**src/rtl/avalon_mem_tester.sv**
```systemverilog
// Wide-side Avalon-MM self-test master: writes a seeded pattern,
// reads it back one word at a time and reports mismatches/timeouts.
module avalon_mem_tester #(
  parameter int DATA_W   = 64,
  parameter int ADDR_W   = 12,
  parameter int WORD_CNT = 256,
  parameter int TIMEOUT  = 1024,
  localparam int BE_W    = DATA_W / 8
) (
  input  logic              clk_i,
  input  logic              rst_i,
  input  logic              start_i,
  input  logic [ADDR_W-1:0] base_addr_i,
  input  logic [31:0]       seed_i,
  output logic              busy_o,
  output logic              done_o,
  output logic              pass_o,
  output logic              timeout_o,
  output logic [31:0]       err_cnt_o,
  output logic [ADDR_W-1:0] first_err_addr_o,
  output logic [ADDR_W-1:0] address_o,
  output logic [DATA_W-1:0] writedata_o,
  output logic [BE_W-1:0]   byteenable_o,
  output logic              write_o,
  output logic              read_o,
  input  logic [DATA_W-1:0] readdata_i,
  input  logic              readdatavalid_i,
  input  logic              waitrequest_i
);

  localparam int LANES = DATA_W / 32;
  localparam int CNT_W = (WORD_CNT > 1) ? $clog2(WORD_CNT) : 1;
  localparam int TMO_W = $clog2(TIMEOUT + 1);

  typedef enum logic [2:0] {
    S_IDLE,
    S_WRITE,
    S_RCMD,
    S_RWAIT,
    S_DONE
  } state_t;

  state_t            state_q, state_d;
  logic [CNT_W-1:0]  idx_q, idx_d;
  logic [ADDR_W-1:0] base_q, base_d;
  logic [31:0]       seed_q, seed_d;
  logic [TMO_W-1:0]  tmo_q, tmo_d;
  logic [31:0]       err_q, err_d;
  logic [ADDR_W-1:0] ferr_q, ferr_d;
  logic              tflag_q, tflag_d;

  logic [ADDR_W-1:0] addr_w;
  logic [DATA_W-1:0] pat;
  logic              last;
  logic              cmd;
  logic              rvalid_hit;
  logic              mismatch;
  logic [31:0]       err_inc;

  assign addr_w = base_q + ADDR_W'(idx_q) * ADDR_W'(BE_W);
  assign last   = (idx_q == CNT_W'(WORD_CNT - 1));

  always_comb begin
    pat = '0;
    for (int k = 0; k < LANES; k++) begin
      pat[32*k +: 32] = seed_q + 32'(idx_q) * 32'(LANES) + 32'(k);
    end
  end

  // Zero-latency slaves may return data in the accept cycle itself.
  assign rvalid_hit = readdatavalid_i &&
                      (state_q == S_RWAIT ||
                       (state_q == S_RCMD && !waitrequest_i));
  assign mismatch = (readdata_i != pat);
  assign err_inc  = (err_q == 32'hFFFF_FFFF) ? err_q : err_q + 32'd1;

  always_comb begin
    state_d = state_q;
    idx_d   = idx_q;
    base_d  = base_q;
    seed_d  = seed_q;
    tmo_d   = tmo_q;
    err_d   = err_q;
    ferr_d  = ferr_q;
    tflag_d = tflag_q;
    unique case (state_q)
      S_IDLE, S_DONE: begin
        if (start_i) begin
          base_d  = base_addr_i;
          seed_d  = seed_i;
          err_d   = '0;
          ferr_d  = '0;
          tflag_d = 1'b0;
          idx_d   = '0;
          state_d = S_WRITE;
        end
      end
      S_WRITE: begin
        if (!waitrequest_i) begin
          if (last) begin
            idx_d   = '0;
            state_d = S_RCMD;
          end else begin
            idx_d = idx_q + 1'b1;
          end
        end
      end
      S_RCMD: begin
        if (!waitrequest_i) begin
          tmo_d   = '0;
          state_d = S_RWAIT;
        end
      end
      S_RWAIT: begin
        if (!readdatavalid_i) begin
          if (tmo_q == TMO_W'(TIMEOUT - 1)) begin
            tflag_d = 1'b1;
            state_d = S_DONE;
          end else begin
            tmo_d = tmo_q + 1'b1;
          end
        end
      end
      default: state_d = S_IDLE;
    endcase
    if (rvalid_hit) begin
      if (mismatch) begin
        err_d = err_inc;
        if (err_q == 32'd0) ferr_d = addr_w;
      end
      if (last) begin
        state_d = S_DONE;
      end else begin
        idx_d   = idx_q + 1'b1;
        state_d = S_RCMD;
      end
    end
  end

  always_ff @(posedge clk_i or posedge rst_i) begin
    if (rst_i) begin
      state_q <= S_IDLE;
      idx_q   <= '0;
      base_q  <= '0;
      seed_q  <= '0;
      tmo_q   <= '0;
      err_q   <= '0;
      ferr_q  <= '0;
      tflag_q <= 1'b0;
    end else begin
      state_q <= state_d;
      idx_q   <= idx_d;
      base_q  <= base_d;
      seed_q  <= seed_d;
      tmo_q   <= tmo_d;
      err_q   <= err_d;
      ferr_q  <= ferr_d;
      tflag_q <= tflag_d;
    end
  end

  assign write_o = (state_q == S_WRITE);
  assign read_o  = (state_q == S_RCMD);
  assign cmd     = write_o | read_o;

  // Bus fields are zeroed between commands so reset/idle is all-zero.
  assign address_o    = cmd ? addr_w : '0;
  assign writedata_o  = write_o ? pat : '0;
  assign byteenable_o = cmd ? '1 : '0;

  assign busy_o           = write_o | read_o | (state_q == S_RWAIT);
  assign done_o           = (state_q == S_DONE);
  assign pass_o           = done_o && (err_q == 32'd0) && !tflag_q;
  assign timeout_o        = tflag_q;
  assign err_cnt_o        = err_q;
  assign first_err_addr_o = ferr_q;

endmodule
```
**config.mk**
```make
export PLATFORM = sky130hd
export DESIGN_NAME = avalon_mem_tester
export DESIGN_NICKNAME = d
export VERILOG_FILES = /design/src/rtl/avalon_mem_tester.sv
export SDC_FILE = /design/constraint.sdc
export NUM_CORES = 1
export LEC_CHECK = 0
export ABC_CLOCK_PERIOD_IN_PS = 6000
export CAP_MARGIN = 40
export CORE_UTILIZATION = 45
export CTS_CLUSTER_DIAMETER = 100
export DETAILED_ROUTE_END_ITERATION = 10
export GPL_TIMING_DRIVEN = 1
export PLACE_DENSITY = 0.8
export SLEW_MARGIN = 20
export SYNTH_ARGS = -nofsm -noshare
export SYNTH_HDL_FRONTEND = slang
export SYNTH_SLANG_ARGS = --single-unit
```
**constraint.sdc**
```tcl
create_clock -name clk_i -period 6 [get_ports clk_i]
set_input_delay 1.8 -clock clk_i [delete_from_list [all_inputs] [get_ports clk_i]]
set_output_delay 1.8 -clock clk_i [all_outputs]
set_load 0.01 [all_outputs]
```
==> impl_metrics.ini, run 1 <==
[final_layout]
fill_cells = 1904
nNetsFinal = 1664
fin_util = 0.634
syn_to_final_growth_pct = 37.5
layout-drive-gt1-share = 0.135

[logic_synthesis]
synth_most_common_cell = nand2_1
yosys.area.top_type = dfrtp_1
synth_edf_count = 0
syn_area_mm2 = 0.0101
netlist.area_leader.share = 0.275
synthFlopType = dfrtp_1
ys_warn_count = 0
synth-seq-cells = 111
synth_seq_area_share = 0.275
syn_nets = 1391
synthTopCellsByArea = dfrtp_1, nand2_1, xnor2_1
synthArstFlopShare = 1.00
syn_inst = 1255
avgSynthCellArea_um2 = 8.05
synthTopCellsByCount = nand2_1, nor2_1, dfrtp_1
synth_cell_types = 101

[critical_path]
slowest_stage = clkdlybuf4s50_1
critPathKind = reg -> out
crit_path_start_kind = register
worstPathMaxFanout = 8
required_ns = 4.20
cp-end-kind = primary output
critPathBufInv = 4
path_cells = ha_2 > nor2_1 > a21boi_4 > buf_4 > o21ai_0 > buf_4 > and4_1 > and4bb_2 > buf_4 > nand4b_1 > xnor2_2 > nor2_1 > clkdlybuf4s50_1
crit_family = simple AND/OR/NAND/NOR gates
critPathMaxStageDelay_ns = 0.55
cp_common_cell = buf_4
crit_arrival_ns = 4.13

[power_and_ir_drop]
p_leak_nw = 5.82
power_density_mw_per_mm2 = 384
irDropWorstVdd_mv = 0.227

[timing]
worst_pin_slew_ns = 0.839
max_freq_mhz = 169
slew_violations = 0
period_needed_ns = 5.93
hold-worst-slack_ns = 0.482
fin_skew_ns = 0.00680
finalHoldViolations = 0
relSlewSlack = 0.441
period_share = 0.988
setup_viol_count_final = 0

[global_routing]
grt_pass1_wl_um = 52400
grt_start_max_net_pins = 65
antenna_found_initial = 3
gr-total-overflow = 0
grt_pass1_vias = 9809
grt_usage = 0.295

[floorplan]
core_area_mm2 = 0.0219
dieArea_mm2 = 0.0230
fp-row-count = 54
die_y_um = 152
die_width_um = 152
pin_count = 247
start_util = 0.461

[run_status]
run_status = complete, no violations

[clocking]
cts_made_buffers = 9
cts_sinks = 111
clockBufferDepth = 2
cts_root_buf = clkbuf_16
hold_buffers = 0
clk_latency_ns = 0.35
cts_tree = done
htree_levels = 3
worst_setup_hold_path_clk_slew_ns = 0.08

[drt]
drt_first_iter_violations = 777
wl_per_cell_um = 19.2
met3_length_um = 3070
ant_nets = 0
wl_met1_um = 14300
top_layer_used = met4
vias_per_cell = 5.88
dr.pass1.iters = 5
num_vias = 10700
wl_um = 34900
dr_wl_met2_um = 16100
drc = 0

[placed_design]
dp_hpwl_um = 26700
routabilityCongestion = 0.977
io_buffers = 246

[worst_hold_path]
hold_class = reg -> reg

[run]
cap_violations = 0
## timing repair
action / 4_1_cts / 5_1_grt
cloned: 0 / 2
buffers inserted: 22 / 10
resized for setup: 55 / 29
pin swaps: 15 / 12
setup endpoints to repair: 8 / 62
## registers in the layout, indices dropped and copies added, names as in the netlist
| name | cells |
|---|---|
| idx_q | 8 |
| first_err_addr_o | 12 |
| err_cnt_o | 32 |
| timeout_o | 1 |
| tmo_q | 11 |
| base_q | 12 |
| state_q | 3 |
| seed_q | 32 |
## cells by family (layout without fill, tap and decap cells)
kind of cell             after synthesis  count (layout)  synth area share
adder cells (fa/ha/maj)               23              23            0.0300
AND/OR/NAND/NOR                      619             619             0.309
XOR/XNOR                             139             139             0.145
other                                  0               1                 0
flip-flops                           111             111             0.275
multiplexers                          20              20            0.0203
AO/OA/AOI/OAI                        239             239             0.172
buffers and inverters                104             382            0.0482
## routing by layer
layer  track usage  vias up
li1              -     5007
met4         0.115        0
met5             0        -
met3        0.0449       82
met1         0.382     5048
met2         0.491      533
## metrics by stage
| stage | instance area (um2) | TNS (ns) | power [W] | instances | worst slack (ns) |
|---|---|---|---|---|---|
| after global placement | 13000 | 0 | 0.00452 | 1768 | 0.122 |
| after global routing | 13900 | -0.0144 | 0.00567 | 1813 | -0.0124 |
| after detailed placement | 13100 | 0 | 0.00456 | 1769 | 0.0837 |
| after floorplan | 10100 | 0 | 0.00334 | 1255 | 0.482 |
| after CTS | 13700 | -1.53 | 0.00523 | 1807 | -0.152 |
| final | 13900 | 0 | 0.00533 | 1814 | 0.0697 |
## worst register-to-register path, cell delays in order, from the launching register on
cell	delay [ns]
dfrtp_1	0.39
ha_2	0.20
inv_2	0.05
fa_2	0.42
or3b_1	0.39
a2111oi_2	0.22
o221a_2	0.27
or4b_4	0.45
or4_4	0.47
nor4_4	0.19
buf_4	0.16
nand2_2	0.07
buf_6	0.14
buf_4	0.12
buf_4	0.13
buf_4	0.13
buf_4	0.12
buf_4	0.13
buf_4	0.12
buf_4	0.14
xnor2_4	0.15
a211o_4	0.32
o31a_1	0.38
buf_12	0.20
and4_1	0.18
a211oi_2	0.22
## power breakdown
part           switching, W  total, W  internal [W]
combinational       0.00184   0.00346       0.00162
sequential         0.000303   0.00125      0.000951
clock              0.000288  0.000615      0.000327
total               0.00243   0.00533       0.00290
## path summary, 6_finish.rpt
path | to | cells after the start | slack, ns | start
min in group asynchronous | base_q[3] | 2 | 1.78 | rst_i
min reg2reg | base_q[10] | 2 | 0.48 | base_q[10]
min | base_q[10] | 2 | 0.48 | base_q[10]
max in group asynchronous | state_q[1] | 4 | 3.32 | rst_i
max reg2reg | err_cnt_o[24] | 25 | 0.16 | idx_q[0]
max | writedata_o[53] | 13 | 0.07 | idx_q[2]
## cells in the final DEF (no fill, tap or decap), drive strengths merged, types with 10 or more instances in the layout
cell type / netlist / final
clkbuf: 45 / 12
xnor2: 78 / 78
o211ai: 13 / 13
xnor3: 14 / 14
o21ai: 58 / 58
and4: 14 / 14
and3: 23 / 23
nor2: 134 / 134
buf: 30 / 93
nor2b: 19 / 19
nand3: 44 / 44
nand4: 26 / 26
ha: 21 / 21
nor3: 32 / 32
nor4: 28 / 28
a21oi: 41 / 41
inv: 29 / 30
nor3b: 10 / 10
or3: 13 / 13
xor2: 45 / 45
a211oi: 15 / 15
and2: 22 / 22
nand2: 212 / 212
a31oi: 10 / 10
clkdlybuf4s50: 0 / 239
dfrtp: 111 / 111
mux2i: 16 / 16
nand2b: 12 / 12
a311oi: 15 / 15
## area by class of cell
cell class                      count  area, um2  share of cell area
Multi-Input combinational cell   1040       7100               0.512
Timing Repair Buffer              337       3240               0.233
Clock buffer                       10        229              0.0165
Sequential cell                   111       2780               0.200
Clock inverter                      6       70.1             0.00505
Inverter                           29        111             0.00802
Tap cell                          280        350              0.0252
Antenna cell                        1       2.50            0.000180
No activity file was read; power rests on OpenSTA's default activity.
==> run 2, diff against run 1 <==
--- a/config.mk
+++ b/config.mk
@@ -6,7 +6,7 @@
 export NUM_CORES = 1
 export LEC_CHECK = 0
 export ABC_CLOCK_PERIOD_IN_PS = 6000
-export CAP_MARGIN = 40
+export CAP_MARGIN = 20
 export CORE_UTILIZATION = 45
 export CTS_CLUSTER_DIAMETER = 100
 export DETAILED_ROUTE_END_ITERATION = 10
==> run 2 against run 1 <==
  * Die area is the same
  * Sequential share of layout area barely moved
  * Register-to-register slack improved by 0.05 ns
  * Clock power barely moved
  * Setup slack got worse by 0.064 ns
  * Design area is 0.22% higher
  * Utilization increased by 0.14 points
  * Combinational power about the same
  * Global-route usage barely moved
  * Non-clock buffer count grew 3
  * Critical path type unchanged
  * Largest power group unchanged
  * Highest routed layer unchanged
==> impl_metrics.ini, run 2 (synthesis gave the netlist of run 1 again) <==
[run]
cap_violations = 0

[power_and_ir_drop]
irDropWorstVdd_mv = 0.233
power_density_mw_per_mm2 = 384
p_leak_nw = 5.80

[placed_design]
dp_hpwl_um = 26600
pre_cts_slack_ns = 0.0433
io_buffers = 246
routabilityCongestion = 0.977
dp.cells = 1768

[worst_hold_path]
holdCritStartpoint = base_q[10]
hold_end = base_q[10]
min_delay_path_depth = 2
hold_class = reg -> reg

[run_status]
run_status = complete, no violations

[critical_path]
critPathKind = reg -> out
worstPathMaxFanout = 3
crit_path_start_kind = register
crit_family = simple AND/OR/NAND/NOR gates
r2r-start = idx_q[0]
r2r_slack_ns = 0.21
required_ns = 4.20
timing.rr.end = err_cnt_o[3]
ff2ff_path_depth = 25
path_cells = ha_2 > inv_2 > fa_1 > or3b_1 > a2111oi_2 > o221a_2 > or4b_4 > or4_4 > nor4_4 > buf_4 > buf_6 > nand3_4 > xnor2_2 > nor2_1 > buf_2
slowest_stage = or4_4
cp-end-kind = primary output
crit_arrival_ns = 4.19
critPathMaxStageDelay_ns = 0.47
critPathBufInv = 4

[floorplan]
fp-row-count = 54
dieArea_mm2 = 0.0230
pin_count = 247
die_y_um = 152
core_area_mm2 = 0.0219
die_width_um = 152
start_util = 0.461

[global_routing]
grt_pass1_wl_um = 52400
antenna_found_initial = 2
grt_usage = 0.294
gr-total-overflow = 0
grt_start_max_net_pins = 79
grt_pass1_vias = 9809

[timing]
setup_viol_count_final = 0
period_needed_ns = 5.99
rsz0062_at_grt = yes
relSlewSlack = 0.448
period_share = 0.999
fin_ws_ns = 0.00571
fin_tns_setup_ns = 0
slew_violations = 0
finalHoldViolations = 0
max_freq_mhz = 167
worst_pin_slew_ns = 0.821
fin_skew_ns = 0.00888

[drt]
wl_um = 35000
ant_nets = 0
drt_first_iter_violations = 872
dr.pass1.iters = 6
drc = 0
vias_per_cell = 5.82
num_vias = 10600
wl_per_cell_um = 19.3

[clocking]
cts_made_buffers = 9
clockBufferDepth = 2
htree_levels = 3
cts_sinks = 111
clk_latency_ns = 0.35
worst_setup_hold_path_clk_slew_ns = 0.07
cts_tree = done
cts_root_buf = clkbuf_16

[final_layout]
final_cell_mix = clkdlybuf4s50_1, nand2_1, nor2_1, dfrtp_1, buf_4
nNetsFinal = 1667
syn_to_final_growth_pct = 37.8
fin_cells = 1818
layout_commonest_cell = clkdlybuf4s50_1
fin_util = 0.635
layout-drive-gt1-share = 0.133
==> run 2: cell types whose count changed in the layout (fill, tap and decap cells not counted), sizes merged <==
cell / change
buf: +3
clkdlybuf4s50: +1
clkinv: -1
clkinvlp: +1
diode: +1
dlygate4sd2: +1
dlymetal6s2s: -2
==> run 2: worst max path at each step <==
| stage | startpoint | endpoint | slack (ns) | depth (start not counted) |
|---|---|---|---|---|
| 3_3_place_gp | idx_q[0] | writedata_o[62] | 0.12 | 13 |
| 4_1_cts | idx_q[0] | err_cnt_o[5] | -0.09 | 27 |
| 2_1_floorplan | idx_q[0] | writedata_o[62] | 0.48 | 13 |
| 6_report | idx_q[0] | writedata_o[58] | 0.006 | 15 |
| 5_1_grt | idx_q[0] | writedata_o[58] | -0.18 | 15 |
| 3_5_place_dp | idx_q[0] | writedata_o[62] | 0.04 | 13 |
==> run 2: timing repair <==
action,in CTS,in global routing
endpoints found under the setup margin,8,62
gates cloned,0,2
hold buffers,0,0
setup buffers,18,16
resized for setup,41,38
pin swaps,10,18
==> run 2: layout make-up <==
cell class / instances / area [um2]
inverter: 29 / 111
tap: 280 / 350
clock buffer: 10 / 239
timing repair buffer: 340 / 3250
multi-input combinational: 1040 / 7100
clock inverter: 6 / 68.8
sequential: 111 / 2780
fill: 1901 / 7980
antenna: 2 / 5.00
==> run 2: routing by layer <==
layer / share of wire / vias up / wire, um / GRT usage
li1: - / 5019 / - / -
met1: 0.41 / 5004 / 14300 / 0.384
met2: 0.48 / 504 / 16600 / 0.495
met3: 0.086 / 54 / 3010 / 0.0443
met4: 0.030 / 0 / 1050 / 0.0990
met5: 0 / - / 0 / 0
==> run 2: report_power, final <==
part | switching, W | internal (W)
Clock | 0.000277 | 0.000337
Sequential | 0.000303 | 0.000952
Combinational | 0.00185 | 0.00163
Total | 0.00243 | 0.00292
==> run 2: tightest hold or removal path: stages, from the launching register on <==
cell and delay, ns:
dfrtp_1 0.35, nand2_1 0.05, nand2_1 0.06
==> run 2: metrics by stage <==
stage | power (W) | area, um2 | hold slack [ns]
2_1_floorplan | 0.00334 | 10100 | 0.450
3_3_place_gp | 0.00452 | 13000 | 0.464
3_5_place_dp | 0.00457 | 13000 | 0.468
4_1_cts | 0.00522 | 13600 | 0.486
5_1_grt | 0.00568 | 13900 | 0.517
6_report | 0.00534 | 13900 | 0.485
